[src/rtl/shifter_pkg.sv]
// Shared types for the sequential shifter.
//   op_t    : shift operation encoding carried on the 2-bit op port
//   state_t : control FSM states (IDLE accepts, SHIFT iterates, DONE presents)
package shifter_pkg;

   typedef enum logic [1:0] {
      LSL = 2'b00,
      LSR = 2'b01,
      ASR = 2'b10,
      ROL = 2'b11
   } op_t;

   typedef enum logic [1:0] {
      IDLE  = 2'b00,
      SHIFT = 2'b01,
      DONE  = 2'b10
   } state_t;

endpackage

[src/rtl/shift_step.sv]
// One combinational shift step of up to 2**KW-1 bit positions.
//   value   in  W   operand
//   op      in  2   LSL / LSR / ASR / ROL
//   k       in  KW  shift distance for this step
//   shifted out W   value shifted by k
module shift_step
   import shifter_pkg::*;
#(
   parameter int W  = 28,
   parameter int KW = 1
) (
   input  logic [W-1:0]  value,
   input  op_t           op,
   input  logic [KW-1:0] k,
   output logic [W-1:0]  shifted
);

   // Rotate: shift the doubled word and keep the upper half, so the bits
   // leaving the MSB end reappear at the LSB end.
   logic [2*W-1:0] w_dbl;
   assign w_dbl = {value, value} << k;

   always_comb begin
      shifted = value;
      case (op)
         LSL:     shifted = value << k;
         LSR:     shifted = value >> k;
         ASR:     shifted = $signed(value) >>> k;
         ROL:     shifted = w_dbl[2*W-1:W];
         default: shifted = value;
      endcase
   end

endmodule

[src/rtl/shifter_seq.sv]
// Multi-cycle shifter: accepts one request, shifts it STEP bits per cycle
// on a WIDTH+GROW working register, then holds the result until consumed.
//   clk       in   clock
//   reset     in   async reset, active low
//   in_valid  in   request valid          in_ready  out  idle, can accept
//   entrada   in   WIDTH operand          op        in   00 LSL 01 LSR 10 ASR 11 ROL
//   amt       in   SHW shift amount
//   out_valid out  result valid           out_ready in   consumer accepts result
//   saida     out  WIDTH+GROW result      busy      out  operation in flight
module shifter_seq
   import shifter_pkg::*;
#(
   parameter int WIDTH = 26,
   parameter int GROW  = 2,
   parameter int STEP  = 1,
   parameter int SHW   = 5
) (
   input  logic                    clk,
   input  logic                    reset,
   input  logic                    in_valid,
   output logic                    in_ready,
   input  logic [WIDTH-1:0]        entrada,
   input  logic [1:0]              op,
   input  logic [SHW-1:0]          amt,
   output logic                    out_valid,
   input  logic                    out_ready,
   output logic [WIDTH+GROW-1:0]   saida,
   output logic                    busy
);

   localparam int OUT_W = WIDTH + GROW;
   localparam int KW    = $clog2(STEP + 1);

   state_t           r_state, w_state_nxt;
   op_t              r_op;
   logic [OUT_W-1:0] r_work;
   logic [SHW-1:0]   r_count;

   logic [OUT_W-1:0] w_shifted;
   logic [OUT_W-1:0] w_load;
   logic [KW-1:0]    w_k;
   logic             w_last;
   logic             w_accept;
   op_t              w_op_in;

   assign w_op_in  = op_t'(op);
   assign w_accept = in_valid && (r_state == IDLE);

   // Distance for this cycle: whatever remains, capped at STEP.
   always_comb begin
      if (r_count < SHW'(STEP)) w_k = r_count[KW-1:0];
      else                      w_k = KW'(STEP);
   end

   // This cycle's step exhausts the count.
   assign w_last = (r_count <= SHW'(STEP));

   // Sign-extend only for ASR so the first step already sees the sign in the
   // growth bits; every other op starts from a zero-extended operand.
   always_comb begin
      if (w_op_in == ASR) w_load = OUT_W'($signed(entrada));
      else                w_load = OUT_W'(entrada);
   end

   shift_step #(.W(OUT_W), .KW(KW)) u_step (
      .value   (r_work),
      .op      (r_op),
      .k       (w_k),
      .shifted (w_shifted)
   );

   always_ff @(posedge clk or negedge reset) begin
      if (!reset) r_state <= IDLE;
      else        r_state <= w_state_nxt;
   end

   always_comb begin
      w_state_nxt = r_state;
      in_ready    = 1'b0;
      out_valid   = 1'b0;
      busy        = 1'b0;
      case (r_state)
         IDLE: begin
            in_ready = 1'b1;
            if (in_valid) w_state_nxt = (amt != '0) ? SHIFT : DONE;
         end
         SHIFT: begin
            busy = 1'b1;
            if (w_last) w_state_nxt = DONE;
         end
         DONE: begin
            busy      = 1'b1;
            out_valid = 1'b1;
            if (out_ready) w_state_nxt = IDLE;
         end
         default: w_state_nxt = IDLE;
      endcase
   end

   always_ff @(posedge clk or negedge reset) begin
      if (!reset) begin
         r_work  <= '0;
         r_count <= '0;
         r_op    <= LSL;
      end else if (w_accept) begin
         r_work  <= w_load;
         r_count <= amt;
         r_op    <= w_op_in;
      end else if (r_state == SHIFT) begin
         r_work  <= w_shifted;
         r_count <= r_count - SHW'(w_k);
      end
   end

   assign saida = r_work;

endmodule

[config.mk]
export PLATFORM = sky130hd
export DESIGN_NAME = shifter_seq
export DESIGN_NICKNAME = d
export VERILOG_FILES = /design/src/rtl/shifter_pkg.sv /design/src/rtl/shift_step.sv /design/src/rtl/shifter_seq.sv
export SDC_FILE = /design/constraint.sdc
export NUM_CORES = 1
export LEC_CHECK = 0
export CAP_MARGIN = 0
export CORE_ASPECT_RATIO = 0.5
export CORE_MARGIN = 1.5
export CORE_UTILIZATION = 25
export DETAILED_ROUTE_END_ITERATION = 10
export GPL_TIMING_DRIVEN = 0
export SLEW_MARGIN = 20
export SYNTH_ARGS = -nofsm -noshare
export SYNTH_HDL_FRONTEND = slang
export SYNTH_SLANG_ARGS = --single-unit
[constraint.sdc]
create_clock -name clk -period 2.3 [get_ports clk]
set_clock_uncertainty 0.05 [all_clocks]
set_input_delay 0.23 -clock clk [delete_from_list [all_inputs] [get_ports clk]]
set_output_delay 0.23 -clock clk [all_outputs]
set_load 0.03 [all_outputs]
# [After elaboration in Yosys (flattened, before gate mapping)]
# Cells that the tools add are included.
[totals] wordCells=42 in_bits=37 ff_bits=37
[classes] n_addsub=1 eq_ne=9 order_cmp=2 n_reduce_logical=7 n_shift=4 n_mux=15
[op_table] operator="$pmux 28 s4" n=1
[op_table] operator="$mux 28" n=3
[op_table] operator="$shl 56x1->56" n=1
[op_table] operator="$shl 28x1->28" n=1
[op_table] operator="$shr 28x1->28" n=1
[op_table] operator="$sshr 28x1->28" n=1
[op_table] operator="$mux 5" n=2
[op_table] operator="$eq 2x2->1 const B" n=4
[op_table] operator="$mux 2" n=4
[op_table] operator="$ne 2x2->1 const B" n=3
[op_table] operator="$pmux 2 s3" n=1
[op_table] operator="$le 5x1->1 const B" n=1
[op_table] operator="$lt 5x1->1 const B" n=1
[op_table] operator="$reduce_bool 5->1" n=1
[op_table] operator="$sub 5x1->5" n=1
[op_table] operator="$eq 2x1->1 const B" n=2
[op_table] operator="$logic_not 2->1" n=2
[op_table] operator="$mux 1" n=4
[op_table] operator="$reduce_and 3->1" n=1
[op_table] operator="$reduce_bool 2->1" n=1
[op_table] operator="$reduce_or 2->1" n=1
[op_table] operator="$logic_and 1x1->1" n=1

# [Longest topological paths before layout]
# Gate-level depths: netlist of run 1.
[logic_depth] depth_word=6 ltp_mapped=8 depth_no_buf=7

# [By module]
# Synthesis of run 1 repeated with hierarchy kept, for this count alone.
[unflattened] cells_unflattened=274 area_unflattened_um2=2427.3
[by_module_without_submodules] mod="shifter_seq" seq_area_each_um2=925.9 cells_each=180 n_inst=1 area_each_um2=1819.2
[by_module_without_submodules] mod="shift_step" seq_area_each_um2=0.0 cells_each=94 n_inst=1 area_each_um2=608.1

# [Worst setup path before layout of run 1]
# Ideal clock, no wire load.
[synth_path] kind="reg2reg" from="reg r_count[4]" to="reg r_count[1]" synth_period_minus_slack_ns=1.930 path_buffers=1 slack_ns=0.370 arrival_ns=1.798 stages_incl_launch_ff=7 path_cell_list="dfrtp_1 > or4_4 > buf_6 > nor2b_1 > ha_1 > mux2_2 > o21ai_0"
[synth_via] elab_chain_len=5
[synth_rtl] item="start, declared" line_no="shifter_seq.sv:37" text="logic [SHW-1:0] r_count;"
[synth_rtl] item="start signal, assigned" line_no="shifter_seq.sv:107" text="r_count <= amt;"
[synth_rtl] item="start signal, assigned" line_no="shifter_seq.sv:111" text="r_count <= r_count - SHW'(w_k);"
[synth_rtl] item="$lt 5x1->1" line_no="shifter_seq.sv:51" text="if (r_count < SHW'(STEP)) w_k = r_count[KW-1:0];"
[synth_rtl] item="$mux 1" line_no="shifter_seq.sv:51"
[synth_rtl] item="$sub 5x1->5" line_no="shifter_seq.sv:111"
[synth_rtl] item="$mux 5" line_no="shifter_seq.sv:109" text="end else if (r_state == SHIFT) begin"
[synth_rtl] item="$mux 5" line_no="shifter_seq.sv:105" text="end else if (w_accept) begin"
# Every way passes these cells. The select of a mux whose other input is x is not followed.
# A chain may end at the register's enable or synchronous reset.

# [Worst setup path after layout of run 1]
[layout_path] from="reg r_count[1]" to="reg r_work[6], in the netlist saida[6]"
[layout_via] elab_chain_len=6
[layout_rtl] item="$lt 5x1->1 (*)" line_no="shifter_seq.sv:51"
[layout_rtl] item="$mux 1 (*)" line_no="shifter_seq.sv:51"
[layout_rtl] item="$shl 56x1->56, or another cell as far along" line_no="shift_step.sv:21" text="assign w_dbl = {value, value} << k;"
[layout_rtl] item="$pmux 28 s4 (*)" line_no="shift_step.sv:25" text="case (op)"
[layout_rtl] item="$mux 28 (*)" line_no="shifter_seq.sv:109"
[layout_rtl] item="$mux 28 (*)" line_no="shifter_seq.sv:105"
[layout_rtl] item="end signal, assigned" line_no="shifter_seq.sv:106" text="r_work <= w_load;"
[layout_rtl] item="end signal, assigned" line_no="shifter_seq.sv:110" text="r_work <= w_shifted;"
[layout_rtl] item="end, declared" line_no="shifter_seq.sv:36" text="logic [OUT_W-1:0] r_work;"
# Every way passes the cells marked *; elsewhere a longest branch is shown, timed or not. The select of a mux whose other input is x is not followed.

==> qor.csv, run 1 <==
metric;value;unit
outcome;completed;
antenna-violating nets left;0;
power after layout;0.00521;W
H-tree depth;2;
Final Slew Violations;0;
filler instances;912;
vias in the first global route;2082;
multi-input logic area;1170;sq um
# IOs;68;
area leader, netlist;dfrtp_1;
clock sink count;37;
Starting Density;25.8;%
critical-path maximum fanout;10;
DR vias/cell;4.57;
Syn Area/Cell;8.44;sq um
hpwl dp;4880;um
number of synthesized register bits;37;
die footprint;9590;sq um
clock buffer depth;2;
CTS root buffer;clkbuf_16;
RSZ-0062 raised after global routing;no;
Cell Area, Placed;3080;sq um
area delta synth->final;43.8;%
total grt overflow;0;
Pleak;1.36;nW
Tmin final;2.08;ns
Final Hold Vio Count;0;
final WL;6510;um
Design Area, Final;3230;sq um
share of layout cells above drive strength 1;10.2;%
period utilization;90.6;%
Slew HR;56.1;%
First-pass DRT Iterations;4;
final setup vio count;0;
Die Wd;137;um
Worst Hold Class;in -> async;
average wire per standard cell;14.2;um
drc violations;0;
Top FF cell, synth;dfrtp_1;
number of enable flip-flop cells after synthesis;0;
Cell variety after synth;39;
Die Ht;70;um
yosys warns;0;
Req. time, crit path;2.39;ns
syn_nets;307;
Arrival @ worst endpoint;2.18;ns
Layout Nets;383;
Skew-Pair Late Insertion Delay;0.28;ns
Mapped Cells;266;
gp weighted congestion;0.798;
Netlist Area Pre-Place;2240;sq um
TritonCTS clock tree;done;
antenna violations before repair;0;
Port Buffer Count;67;
Starting DRT DRC Count;132;
total routing usage reported by global routing;14.3;%
Worst Tran Pin Value;0.656;ns
post-synthesis async set-or-reset flop share;100;%
CP endpoint kind;register;
core box area;8710;sq um
most frequent cell after synthesis;nand2_1;
largest net degree at the start of global routing;30;
area share of the largest cell type after synthesis;41.2;%
FF+latch area;926;sq um
diodes inserted;0;
Max Cap Violations;0;
sequential area share after synthesis;41.2;%
Reg clk slew, reported paths;0.06;ns
critical path launch point type;register;
PD cells;1610;nW/um^2
num rows;24;
FMAX;480;MHz
worst setup margin;0.217;ns
vias;2104;
synth top area cells;dfrtp_1 (41%), mux2i_1 (11%), nand2_1 (7.9%);
Place WS;0.0856;ns
clock buffer count from CTS;5;
global-route wire length before repair;10800;um
worst setup path category;reg -> reg;
Fin Setup TNS;0;ns
top cells by count, synth;nand2_1 (47), dfrtp_1 (37), nor2_1 (28);
IR drop worst, VDD;0.524;mV
[through the flow]
stage	utilization [%]	instances	hold slack, ns
after CTS	37.0	460	0.302
after global routing	37.1	460	0.328
after global placement	35.2	450	0.500
after floorplan	-	266	-0.116
after detailed placement	35.3	451	0.0537
final	37.1	460	0.299
[registers in the layout, indices dropped and copies added (netlist names)]
name	cells
saida	28
r_state	2
r_op	2
r_count	5
[final timing paths]
| check | from | end | slack (ns) | cells past startpoint |
|---|---|---|---|---|
| hold reg to reg | r_state[1] | r_state[1] | 0.53 | 1 |
| min in group clk | entrada[20] | saida[20] | 0.44 | 3 |
| setup / recovery | r_count[1] | saida[6] | 0.22 | 7 |
| hold / removal | reset | saida[9] | 0.30 | 2 |
| max in group asynchronous | reset | saida[26] | 1.48 | 3 |
| setup reg to reg | r_count[1] | saida[6] | 0.22 | 7 |
[cell usage in the layout, fill, tap and decap left out, types with 2 or more instances in the layout]
master / count
a21oi_1: 27
a21oi_2: 3
buf_2: 9
buf_4: 3
buf_6: 2
clkbuf_1: 7
clkbuf_16: 5
clkbuf_2: 3
clkdlybuf4s50_1: 66
dfrtp_1: 37
ha_1: 4
inv_1: 9
mux2i_1: 24
nand2_1: 47
nand3_1: 3
nor2_1: 28
nor3_1: 7
o21ai_0: 23
o21ai_1: 5
o221a_2: 3
o22ai_1: 6
[routing by layer]
layer  track usage, %  wire length (um)  part of all wire, %
met4             3.63                78                  1.2
met2             21.6              2910                   45
met1             21.2              3360                   52
met5                0                 0                    0
met3             2.32               171                  2.6
[logic make-up after synthesis]
family                     Yosys count  synth area share, %
xor gates and xnor gates             3                 1.51
adders and majority gates            4                 2.23
muxes                               25                 11.2
buffers and inverters               29                 6.47
DFF                                 37                 41.2
AOI/OAI and AO/OA                   76                 20.3
and+or+nand+nor                     92                 17.1
[layout make-up]
cell class / count / share of cell area [%]
plain buffers: 20 / 3.57
clock buffers: 8 / 4.23
inverters: 9 / 1.05
multi-input cells: 200 / 36.4
flip-flops and latches: 37 / 28.7
well taps: 117 / 4.54
repair buffers: 69 / 21.6
[what timing repair did]
action | 4_1_cts | 5_1_grt
setup buffers | 0 | 0
endpoints found under the hold margin | 8 | 0
setup endpoints to repair | 0 | 29
gates resized for setup | 0 | 4
hold buffers | 1 | 0
[power by group]
| part | switching, W | internal (W) |
|---|---|---|
| clock | 0.000259 | 0.000403 |
| combinational | 0.00185 | 0.00140 |
| sequential | 0.000321 | 0.000969 |
| total | 0.00243 | 0.00277 |
[critical path, stage by stage, from the launching register on]
cell and delay (ns):
dfrtp_1 0.38, or4_4 0.53, buf_6 0.16, o21ai_4 0.26, buf_2 0.29, nor2_1 0.07
a21oi_1 0.12, o21ai_0 0.08
(Power assumes the default switching activity.)
==> run 2: changes to the inputs <==
- CORE_UTILIZATION: 25 -> 35
==> qor.csv, run 2 (synthesized netlist as in run 1, its figures left out) <==
metric;value;unit;change
outcome;completed;;unchanged
final setup vio count;0;;unchanged
clock buffer count from CTS;5;;unchanged
filler instances;596;;was 912
FMAX;480;MHz;about the same
Skew-Pair Late Insertion Delay;0.28;ns;about the same
max reg flops;28;;unchanged
CP endpoint kind;register;;unchanged
Worst Tran Pin Value;0.674;ns;was 0.656 ns
Req. time, crit path;2.40;ns;was 2.39 ns
RR Startpoint;r_count[4];;was r_count[1]
die footprint;6930;sq um;was 9590 sq um
total grt overflow;0;;unchanged
power after layout;0.00522;W;was 0.00521 W
Slew HR;54.8;%;was 56.1%
Final Slew Violations;0;;unchanged
vias;2162;;was 2,104
hpwl dp;4660;um;was 4880 um
vias in the first global route;2079;;was 2,082
antenna-violating nets left;0;;unchanged
RSZ-0062 raised after global routing;no;;unchanged
critical path launch point type;register;;unchanged
antenna violations before repair;0;;unchanged
most common cell after layout, fill and taps aside;clkdlybuf4s50_1;;unchanged
num rows;20;;was 24
CTS root buffer;clkbuf_16;;unchanged
most frequent cells in the layout;clkdlybuf4s50_1 (66), nand2_1 (47), dfrtp_1 (37), nor2_1 (28), a21oi_1 (27);;unchanged
Worst Path Buf+Inv;2;;unchanged
clock sink count;37;;unchanged
share of layout cells above drive strength 1;10.5;%;was 10.2%
Port Buffer Count;67;;unchanged
DR vias/cell;5.03;;was 4.57
slowest stage delay, CP;0.51;ns;was 0.53 ns
H-tree depth;2;;unchanged
Max Cap Violations;0;;unchanged
Fin Setup TNS;0;ns;unchanged
Worst Hold Class;in -> async;;unchanged
Die Wd;116;um;was 137 um
Pleak;1.36;nW;about the same
IR drop worst, VDD;0.591;mV;was 0.524 mV
Arrival @ worst endpoint;2.18;ns;about the same
core box area;6130;sq um;was 8710 sq um
family with the most delay on the worst path;simple AND/OR/NAND/NOR gates;;unchanged
Starting Density;36.6;%;was 25.8%
total routing usage reported by global routing;19.8;%;was 14.3%
period utilization;90.6;%;about the same
Starting DRT DRC Count;157;;was 132
First-pass DRT Iterations;4;;unchanged
Final Hold Vio Count;0;;unchanged
final WL;6290;um;was 6510 um
# IOs;68;;unchanged
# Post-CTS Setup Buffers;0;;unchanged
critical path depth;7;;unchanged
TritonCTS clock tree;done;;unchanged
flop2flop setup slack;0.22;ns;about the same
gp weighted congestion;0.829;;was 0.798
largest net degree at the start of global routing;30;;unchanged
worst setup path category;reg -> reg;;unchanged
Tmin final;2.08;ns;about the same
area delta synth->final;42.4;%;was 43.8%
average wire per standard cell;14.6;um;was 14.2 um
global-route wire length before repair;10300;um;was 10,800 um
Reg clk slew, reported paths;0.05;ns;was 0.06 ns
Layout Nets;383;;unchanged
critical-path maximum fanout;10;;unchanged
clock buffer depth;2;;unchanged
CP startpoint;r_count[4];;was r_count[1]
Worst Reg-to-Reg Cells;7;;unchanged
Crit-path slowest cell;or4_4;;unchanged
drc violations;0;;unchanged
Die Ht;59.6;um;was 70 um
CP Cell Sequence;or4_4 > buf_6 > o21ai_4 > buf_2 > nor2_1 > a21oi_1 > o21ai_0;;unchanged
diodes inserted;0;;unchanged
PD cells;1630;nW/um^2;was 1610 nW/um^2
run 2: changes by cell type in the layout (fill, tap and decap cells not counted):
cell / delta
clkbuf_1: -2
clkbuf_8: +1
run 2: per-layer routing:
layer	track usage (%)	vias to the layer above	part of all wire, %
met5	0	-	0
met4	6.45	0	0.83
met3	4.60	4	5.3
met2	30.8	60	45
met1	27.5	1024	49
li1	-	1074	-
run 2: metrics by stage:
step,cells,utilization (%),area [sq um],setup slack [ns],hold WS (ns)
6_report,430,52.1,3200,0.217,0.286
5_1_grt,430,52.1,3200,0.0739,0.297
4_1_cts,430,52.1,3190,0.106,0.288
3_5_place_dp,422,49.6,3040,0.102,0.0492
3_3_place_gp,421,49.3,3030,0.0196,0.478
2_1_floorplan,266,-,2240,0.370,-0.116
run 2: cell type report:
type	instances	area, sq um	area share (%)
Timing Repair Buffer	69	696	21.8
Multi-Input combinational cell	200	1170	36.7
Inverter	9	33.8	1.06
Tap cell	88	110	3.44
Clock buffer	7	143	4.46
Buffer	20	115	3.60
Sequential cell	37	926	29.0
run 2: final timing paths:
kind,to
min in group clk,saida[18]
worst min register to register,r_state[1]
worst max register to register,saida[12]
worst min-delay path,saida[16]
worst max-delay path,saida[12]
max in group asynchronous,saida[10]
run 2: repair_timing:
action,4_1_cts,5_1_grt
hold buffers,1,0
setup endpoints to repair,0,27
gates resized for setup,0,4
endpoints found under the hold margin,8,0
run 2: power by group:
| part | internal (W) | switching, W | total, W |
|---|---|---|---|
| registers | 0.000969 | 0.000322 | 0.00129 |
| logic | 0.00140 | 0.00185 | 0.00325 |
| clock network | 0.000425 | 0.000254 | 0.000680 |
| total | 0.00279 | 0.00243 | 0.00522 |
==> run 3: changes to the inputs <==
- SKIP_LAST_GASP: default -> 1
==> results of run 3 <==
Final layout, timing and power as in run 2 (identical DEF).
